**src/rtl/seq_alu_exec_if.sv**
```systemverilog
// Request/response bundle for the execute-stage ALU.
// Handshake rule, applies to both channels: a transfer happens on a rising
// clock edge where valid and ready are both high; the sender holds its
// payload stable while valid is high and ready is low.
interface seq_alu_exec_if #(
   parameter int WIDTH = 32
);
   logic             in_valid;
   logic             in_ready;
   logic [3:0]       alu_control;
   logic [WIDTH-1:0] src_a;
   logic [WIDTH-1:0] src_b;
   logic             flush;
   logic             out_valid;
   logic             out_ready;
   logic [WIDTH-1:0] result;
   logic             zero;
   logic             negative;
   logic             carry;
   logic             overflow;
   logic             illegal_op;

   // Producer of requests / consumer of results
   modport master (
      output in_valid, alu_control, src_a, src_b, flush, out_ready,
      input  in_ready, out_valid, result, zero, negative, carry, overflow, illegal_op
   );

   // The ALU itself
   modport slave (
      input  in_valid, alu_control, src_a, src_b, flush, out_ready,
      output in_ready, out_valid, result, zero, negative, carry, overflow, illegal_op
   );
endinterface

```
**src/rtl/seq_alu_exec.sv**
```systemverilog
// Execute-stage ALU. Single-cycle for everything except shifts, which walk
// one bit position per clock through a working register.
module seq_alu_exec #(
   parameter int WIDTH   = 32,
   parameter int SHAMT_W = 5
) (
   input  logic          clk,
   input  logic          reset,
   seq_alu_exec_if.slave bus,
   output logic [1:0]    state_dbg
);

   typedef enum logic [1:0] {
      IDLE  = 2'd0,
      SHIFT = 2'd1,
      DONE  = 2'd2
   } state_t;

   localparam logic [3:0] OP_ADD  = 4'd0;
   localparam logic [3:0] OP_SUB  = 4'd1;
   localparam logic [3:0] OP_AND  = 4'd2;
   localparam logic [3:0] OP_OR   = 4'd3;
   localparam logic [3:0] OP_SLL  = 4'd4;
   localparam logic [3:0] OP_SLT  = 4'd5;
   localparam logic [3:0] OP_SLTU = 4'd6;
   localparam logic [3:0] OP_XOR  = 4'd7;
   localparam logic [3:0] OP_SRL  = 4'd8;
   localparam logic [3:0] OP_SRA  = 4'd9;

   localparam logic [SHAMT_W-1:0] CNT_ONE = {{(SHAMT_W-1){1'b0}}, 1'b1};

   state_t             state_q, state_d;
   logic [3:0]         op_q;
   logic [WIDTH-1:0]   work_q;
   logic [SHAMT_W-1:0] count_q;
   logic [WIDTH-1:0]   result_q;
   logic               zero_q, negative_q, carry_q, overflow_q, illegal_q;

   logic               accept;
   logic               is_shift_in;
   logic [SHAMT_W-1:0] shamt_in;
   logic [WIDTH-1:0]   shift_next;
   logic [WIDTH-1:0]   alu_res;
   logic               alu_carry, alu_ovf, alu_ill;
   logic [WIDTH:0]     sum_ext, diff_ext;

   assign shamt_in    = bus.src_b[SHAMT_W-1:0];
   assign is_shift_in = (bus.alu_control == OP_SLL) || (bus.alu_control == OP_SRL) ||
                        (bus.alu_control == OP_SRA);
   // A request colliding with flush is dropped, not accepted.
   assign accept      = (state_q == IDLE) && bus.in_valid && !bus.flush;
   assign state_dbg   = state_q;

   // State register: asynchronous reset straight to IDLE.
   always_ff @(posedge clk or posedge reset) begin
      if (reset) state_q <= IDLE;
      else       state_q <= state_d;
   end

   // Next-state logic; flush overrides every transition.
   always_comb begin
      state_d = state_q;
      if (bus.flush) begin
         state_d = IDLE;
      end else begin
         case (state_q)
            IDLE:    if (accept) state_d = (is_shift_in && shamt_in != '0) ? SHIFT : DONE;
            SHIFT:   if (count_q == CNT_ONE) state_d = DONE;
            DONE:    if (bus.out_ready) state_d = IDLE;
            default: state_d = IDLE;
         endcase
      end
   end

   // Handshake and result outputs, all driven from state and registers.
   always_comb begin
      bus.in_ready   = (state_q == IDLE);
      bus.out_valid  = (state_q == DONE);
      bus.result     = result_q;
      bus.zero       = zero_q;
      bus.negative   = negative_q;
      bus.carry      = carry_q;
      bus.overflow   = overflow_q;
      bus.illegal_op = illegal_q;
   end

   // Single-cycle ALU on the incoming operands. Subtract is a + ~b + 1 so
   // that bit WIDTH reads as "no borrow".
   always_comb begin
      sum_ext   = {1'b0, bus.src_a} + {1'b0, bus.src_b};
      diff_ext  = {1'b0, bus.src_a} + {1'b0, ~bus.src_b} + {{WIDTH{1'b0}}, 1'b1};
      alu_res   = '0;
      alu_carry = 1'b0;
      alu_ovf   = 1'b0;
      alu_ill   = 1'b0;
      case (bus.alu_control)
         OP_ADD: begin
            alu_res   = sum_ext[WIDTH-1:0];
            alu_carry = sum_ext[WIDTH];
            alu_ovf   = (bus.src_a[WIDTH-1] == bus.src_b[WIDTH-1]) &&
                        (sum_ext[WIDTH-1] != bus.src_a[WIDTH-1]);
         end
         OP_SUB: begin
            alu_res   = diff_ext[WIDTH-1:0];
            alu_carry = diff_ext[WIDTH];
            alu_ovf   = (bus.src_a[WIDTH-1] != bus.src_b[WIDTH-1]) &&
                        (diff_ext[WIDTH-1] != bus.src_a[WIDTH-1]);
         end
         OP_AND:  alu_res = bus.src_a & bus.src_b;
         OP_OR:   alu_res = bus.src_a | bus.src_b;
         OP_XOR:  alu_res = bus.src_a ^ bus.src_b;
         OP_SLT:  alu_res = {{(WIDTH-1){1'b0}}, ($signed(bus.src_a) < $signed(bus.src_b))};
         OP_SLTU: alu_res = {{(WIDTH-1){1'b0}}, (bus.src_a < bus.src_b)};
         // Only zero-distance shifts take the single-cycle path.
         OP_SLL, OP_SRL, OP_SRA: alu_res = bus.src_a;
         default: alu_ill = 1'b1;
      endcase
   end

   // One-bit shift step of the working register.
   always_comb begin
      case (op_q)
         OP_SLL:  shift_next = {work_q[WIDTH-2:0], 1'b0};
         OP_SRA:  shift_next = {work_q[WIDTH-1], work_q[WIDTH-1:1]};
         default: shift_next = {1'b0, work_q[WIDTH-1:1]};
      endcase
   end

   // Operand capture, shift iteration and result/flag registers.
   always_ff @(posedge clk or posedge reset) begin
      if (reset) begin
         op_q       <= '0;
         work_q     <= '0;
         count_q    <= '0;
         result_q   <= '0;
         zero_q     <= 1'b0;
         negative_q <= 1'b0;
         carry_q    <= 1'b0;
         overflow_q <= 1'b0;
         illegal_q  <= 1'b0;
      end else if (!bus.flush) begin
         case (state_q)
            IDLE: begin
               if (accept) begin
                  op_q <= bus.alu_control;
                  if (is_shift_in && shamt_in != '0) begin
                     work_q  <= bus.src_a;
                     count_q <= shamt_in;
                  end else begin
                     result_q   <= alu_res;
                     zero_q     <= (alu_res == '0);
                     negative_q <= alu_res[WIDTH-1];
                     carry_q    <= alu_carry;
                     overflow_q <= alu_ovf;
                     illegal_q  <= alu_ill;
                  end
               end
            end
            SHIFT: begin
               work_q  <= shift_next;
               count_q <= count_q - CNT_ONE;
               if (count_q == CNT_ONE) begin
                  result_q   <= shift_next;
                  zero_q     <= (shift_next == '0);
                  negative_q <= shift_next[WIDTH-1];
                  carry_q    <= 1'b0;
                  overflow_q <= 1'b0;
                  illegal_q  <= 1'b0;
               end
            end
            default: ;
         endcase
      end
   end

endmodule

```
**src/flat_wrapper.sv**
```systemverilog
// flat-port wrapper written by rule: the top's interface ports become plain ports
module seq_alu_exec_flat 
#(
   parameter int WIDTH   = 32,
   parameter int SHAMT_W = 5
)
  (clk, reset, state_dbg, bus_in_valid, bus_alu_control, bus_src_a, bus_src_b, bus_flush, bus_out_ready, bus_in_ready, bus_out_valid, bus_result, bus_zero, bus_negative, bus_carry, bus_overflow, bus_illegal_op);
  seq_alu_exec_if #(.WIDTH(WIDTH)) bus_i ();
  input  logic clk;
  input  logic reset;
  output logic [1:0] state_dbg;
  input wire logic [$bits(bus_i.in_valid)-1:0] bus_in_valid;
  input wire logic [$bits(bus_i.alu_control)-1:0] bus_alu_control;
  input wire logic [$bits(bus_i.src_a)-1:0] bus_src_a;
  input wire logic [$bits(bus_i.src_b)-1:0] bus_src_b;
  input wire logic [$bits(bus_i.flush)-1:0] bus_flush;
  input wire logic [$bits(bus_i.out_ready)-1:0] bus_out_ready;
  output wire logic [$bits(bus_i.in_ready)-1:0] bus_in_ready;
  output wire logic [$bits(bus_i.out_valid)-1:0] bus_out_valid;
  output wire logic [$bits(bus_i.result)-1:0] bus_result;
  output wire logic [$bits(bus_i.zero)-1:0] bus_zero;
  output wire logic [$bits(bus_i.negative)-1:0] bus_negative;
  output wire logic [$bits(bus_i.carry)-1:0] bus_carry;
  output wire logic [$bits(bus_i.overflow)-1:0] bus_overflow;
  output wire logic [$bits(bus_i.illegal_op)-1:0] bus_illegal_op;
  assign bus_i.in_valid = bus_in_valid;
  assign bus_i.alu_control = bus_alu_control;
  assign bus_i.src_a = bus_src_a;
  assign bus_i.src_b = bus_src_b;
  assign bus_i.flush = bus_flush;
  assign bus_i.out_ready = bus_out_ready;
  assign bus_in_ready = bus_i.in_ready;
  assign bus_out_valid = bus_i.out_valid;
  assign bus_result = bus_i.result;
  assign bus_zero = bus_i.zero;
  assign bus_negative = bus_i.negative;
  assign bus_carry = bus_i.carry;
  assign bus_overflow = bus_i.overflow;
  assign bus_illegal_op = bus_i.illegal_op;
  seq_alu_exec #(.WIDTH(WIDTH), .SHAMT_W(SHAMT_W)) u_core (.clk(clk), .reset(reset), .bus(bus_i), .state_dbg(state_dbg));
endmodule
```
**config.mk**
```make
export PLATFORM = sky130hd
export DESIGN_NAME = seq_alu_exec_flat
export DESIGN_NICKNAME = d
export VERILOG_FILES = /design/src/rtl/seq_alu_exec_if.sv /design/src/rtl/seq_alu_exec.sv /design/src/flat_wrapper.sv
export SDC_FILE = /design/constraint.sdc
export NUM_CORES = 1
export LEC_CHECK = 0
export ABC_AREA = 0
export CAP_MARGIN = 40
export CELL_PAD_IN_SITES_DETAIL_PLACEMENT = 0
export CELL_PAD_IN_SITES_GLOBAL_PLACEMENT = 1
export CORE_UTILIZATION = 43
export DETAILED_ROUTE_END_ITERATION = 12
export PLACE_DENSITY_LB_ADDON = 0.1
export SLEW_MARGIN = 20
export SYNTH_ARGS = -nofsm -noshare
export SYNTH_HDL_FRONTEND = slang
export SYNTH_SLANG_ARGS = --single-unit
export TNS_END_PERCENT = 50
```
**constraint.sdc**
```tcl
create_clock -name clk -period 3.06 [get_ports clk]
set_input_delay 0.459 -clock clk [delete_from_list [all_inputs] [get_ports clk]]
set_output_delay 0.459 -clock clk [all_outputs]
set_load 0.005 [all_outputs]
```
==> results summary <==
On the final layout, the worst clock skew is 8.44 ps. The insertion delay of the later-clocked pin in the worst-skew pair is 340 ps. The critical path in this run is classified as in -> reg. Leaving out fill and tap cells, the most frequent cell in the layout is sky130_fd_sc_hd__buf_4. The global-route congestion overflow total came out at 0.

The power density of the placed cells came out at 363 nW/um^2. The data required time at the worst endpoint is 3310 ps. In this run the tool buffered the top-level ports with 113 buffer cells. The TritonCTS buffer count came out at 9. Clock-pin slew was measured on the worst setup and hold paths at 70 ps. The number of nets with antenna violations after routing came out at 0. The total via count after detailed routing is 12921.

The final reports fail on setup timing. Synthesis instantiated 89 different standard cells from the library. The die extent in x came out at 155 microns. The number of detailed-routing iterations run before antenna repair is 6. At the end of routability-driven placement, the weighted congestion stood at 1.00. Of the total synthesized cell area, the portion taken by AND, OR, NAND and NOR gates is 20.0%. The total die area is 23900 sq um.

The xor and xnor area share after synthesis is 1.57%. Static timing analysis puts the maximum clock frequency at 291 MHz. The count of final hold-check violations is 0. The clock passes through at most 2 buffers.

The mean number of vias per cell is 5.87. Of the available clock period, the critical path in the final layout requires 112%. The maximum fanout along the worst path is 5. For the final routed database, the setup TNS stands at -1230 ps.

The run finished, with violations left. The area growth from synthesis to layout came out at 70.2%. Setup slack on the critical path of the routed design comes to -377 ps.

The worst setup path is launched from an input port. The tree built by TritonCTS fans out to 79 sinks. The violation count after the first detailed-route iteration came out at 1071. The post-synthesis share of cell area spent on full adders, half adders and majority gates is 14.8%. In this run the critical register-to-register path is launched from u_core.count_q[2]. In the layout the commonest cells are sky130_fd_sc_hd__buf_4, sky130_fd_sc_hd__nand2_1, sky130_fd_sc_hd__nor2_1. The arrival time of data at the critical path endpoint came out at 3690 ps. The number of flops mapped to enable cells by yosys came out at 0. The mean routed wirelength per cell came out at 21.0 microns.

The total wire length after detailed routing is 46200 microns. The post-synthesis compound-gate area fraction came out at 32.6%. Global routing used 37.7% of the available tracks.

The count of pins on the block boundary is 114. The share of the core filled with cells in the final layout is 74.9%. The buffering stage count on the worst path with inverters included is 3. The average instance area after synthesis came out at 7.40 sq um. The multiplexer share of the synthesized area came out at 3.77%.

CTS placed an instance of sky130_fd_sc_hd__clkbuf_16 at the clock tree root. The number of nets in the finished design is 2073. The kind of cell with the highest combined delay along the critical path is compound AO/OA/AOI/OAI gates. Traced cell by cell, the critical path runs through buf_12 > inv_12 > ha_4 > fa_2 > or2_4 > a2111oi_4 > buf_4 > o211ai_1 > o2bb2ai_1 > xnor2_1 > a221o_1 > nor4_2 > nand4_1 > nor4_2 > nand4_1 > o31ai_2. On the critical path, the stage with the largest delay is an instance of sky130_fd_sc_hd__a221o_1. Synthesis handed over a netlist of 1354 instances. The DRC violation count after routing came out at 0.

After synthesis, the largest family of logic cells by area is compound AO/OA/AOI/OAI gates. The number of nets in the synthesized netlist came out at 1544. Setup repair after global routing could not meet its margin everywhere. In this run the worst hold path is classified as in -> reg.

The dominant synthesized flop cell is sky130_fd_sc_hd__dfrtp_1. The final-report setup violation count came out at 11. Of the synthesized area, sequential elements account for 19.7%. The transition time at the pin with the least slew margin came out at 799 ps.

The wire length of the first global-routing pass is 70200 microns. The pin count of the biggest net entering global routing is 79. The post-synthesis register bit count is 79. The number of antenna violations at the first check in global routing came out at 1.

The capturing element type of the critical path is a flip-flop. The number of max-cap violations came out at 0. Counting flops with an async set or reset pin after synthesis yields a share of 100%. Final hold analysis gives a worst-case slack of 439 ps. The worst supply voltage drop on vdd is 0.324 mV. The final period demand of the worst path is 3440 ps.

The H-tree generated during clock tree synthesis spans 3 levels. The number of warnings reported in the yosys synthesis log is 0. In this run the worst setup path begins at bus_src_a[0]. The area of the mapped netlist came out at 10000 sq um. In this run the core area contains 55 standard-cell rows. The fraction of layout cells with a size suffix above 1 is 42.9%. The worst relative slew slack is 46.7%. The startpoint identified for the worst hold timing path is bus_src_a[0].

Detailed placement finished with a half-perimeter wire length of 36000 microns. The height of the chip came out at 155 microns. The initial core utilization came out at 44.0%. TritonCTS built the clock tree. The leakage component of the power came out at 0.00777 uW. The via count of the first global-routing pass is 12465. The maximum cell stage delay along the critical path came out at 370 ps. The number of pins with negative max-slew slack in the final report is 0.

In this run the standard cell core region covers 22800 sq um.
## sequential cells by signal, summed over array words and instances, names as in the netlist
register and flops:
u_core.bus.carry 1, u_core.bus.result 32, u_core.bus.illegal_op 1, u_core.state_dbg 2
u_core.bus.overflow 1, u_core.count_q 5, u_core.op_q 4, u_core.work_q 32
u_core.bus.zero 1
## metal layers
metal,vias up,GRT usage [%],wire length (microns)
li1,6014,-,-
met1,6199,52.5,20300
met2,602,60.4,20700
met3,106,5.44,3840
met4,0,10.8,1430
met5,-,0,0
## cells in the mapped netlist (5+ instances only)
master                      instances  share of area [%]
sky130_fd_sc_hd__a2111oi_0          7               0.61
sky130_fd_sc_hd__a211o_1            6               0.52
sky130_fd_sc_hd__a211oi_1          17                1.3
sky130_fd_sc_hd__a21o_1            16                1.2
sky130_fd_sc_hd__a21oi_1          117                5.8
sky130_fd_sc_hd__a221o_1           13                1.3
sky130_fd_sc_hd__a221oi_1          14                1.2
sky130_fd_sc_hd__a22o_1            12                1.0
sky130_fd_sc_hd__a31oi_1            6               0.37
sky130_fd_sc_hd__a32oi_1            6               0.52
sky130_fd_sc_hd__and3_1             6               0.37
sky130_fd_sc_hd__buf_1              6               0.22
sky130_fd_sc_hd__buf_2             26                1.3
sky130_fd_sc_hd__clkbuf_1          53                2.0
sky130_fd_sc_hd__dfrtp_1           79                 20
sky130_fd_sc_hd__ha_1             115                 14
sky130_fd_sc_hd__inv_1            102                3.8
sky130_fd_sc_hd__mux2_2             5               0.56
sky130_fd_sc_hd__mux2i_1           31                3.1
sky130_fd_sc_hd__nand2_1          133                5.0
sky130_fd_sc_hd__nand2b_1          16                1.0
sky130_fd_sc_hd__nand3_1           25                1.2
sky130_fd_sc_hd__nand4_1           17                1.1
sky130_fd_sc_hd__nor2_1           123                4.6
sky130_fd_sc_hd__nor2b_1           12               0.75
sky130_fd_sc_hd__nor3_1            33                1.6
sky130_fd_sc_hd__nor3b_1            6               0.45
sky130_fd_sc_hd__nor4_1            17                1.1
sky130_fd_sc_hd__nor4b_1            5               0.44
sky130_fd_sc_hd__o2111ai_1         10               0.87
sky130_fd_sc_hd__o211ai_1          21                1.6
sky130_fd_sc_hd__o21a_1             7               0.52
sky130_fd_sc_hd__o21ai_0          125                6.2
sky130_fd_sc_hd__o21bai_1           9               0.67
sky130_fd_sc_hd__o221ai_1           5               0.44
sky130_fd_sc_hd__o22ai_1           22                1.4
sky130_fd_sc_hd__o31ai_1           11               0.82
sky130_fd_sc_hd__or3_1              8               0.50
sky130_fd_sc_hd__or4_1              5               0.37
sky130_fd_sc_hd__xnor2_1           16                1.4
## where the power goes
part	total (uW)	internal, uW	leakage (uW)	switching [uW]
combinational	3560	1760	0.00662	1810
clock	1040	583	0.000140	461
sequential	1590	1340	0.00101	247
total	6200	3680	0.00777	2510
## per-stage QoR
| stage | cells | power, uW | instance area [sq um] | setup slack, ps |
|---|---|---|---|---|
| 3_3_place_gp | 2126 | 4480 | 14500 | -1460 |
| 6_report | 2202 | 6200 | 17100 | -377 |
| 3_5_place_dp | 2127 | 4530 | 14600 | -1460 |
| 4_1_cts | 2182 | 5940 | 16400 | -355 |
| 2_1_floorplan | 1354 | 2960 | 10000 | -326 |
| 5_1_grt | 2202 | 6530 | 17100 | -491 |
## tightest hold or removal path: cells and delay by family
kind / cells / cell delay [ps]
AOI/OAI and AO/OA: 2 / 190
buffers and inverters: 1 / 100
## cells by family (layout without fill, tap and decap cells)
group | count (synthesis) | count (layout)
AOI/OAI and AO/OA | 487 | 487
xor gates and xnor gates | 18 | 18
adders and majority gates | 117 | 117
buffers and inverters | 191 | 725
DFF | 79 | 79
muxes | 37 | 37
other | 0 | 1
and+or+nand+nor | 425 | 425
## worst paths after layout
kind | cells past startpoint | to | slack, ps
min in group asynchronous | 2 | u_core.bus.result[25] | 490
max in group asynchronous | 3 | u_core.bus.result[9] | 1760
min reg2reg | 2 | u_core.bus.illegal_op | 480
min | 3 | u_core.work_q[0] | 440
max reg2reg | 9 | u_core.bus.zero | 270
max | 16 | u_core.bus.zero | -380
## area by class of cell
class	count	area, sq um
antenna	1	2.50
inverter	105	418
fill	1734	5720
timing repair buffer	604	4980
multi-input combinational	1084	8990
clock buffer	10	239
sequential	79	1980
clock inverter	6	51.3
tap	313	392
## timing repair
| action | CTS | global route |
|---|---|---|
| hold buffers | 0 | 0 |
| endpoints found under the setup margin | 29 | 26 |
| gates resized for setup | 337 | 170 |
| pin swaps | 127 | 72 |
| buffers inserted | 45 | 26 |
| hold endpoints to repair | 0 | 0 |
| gates cloned | 0 | 0 |
Power figures use the tool's default switching activity.
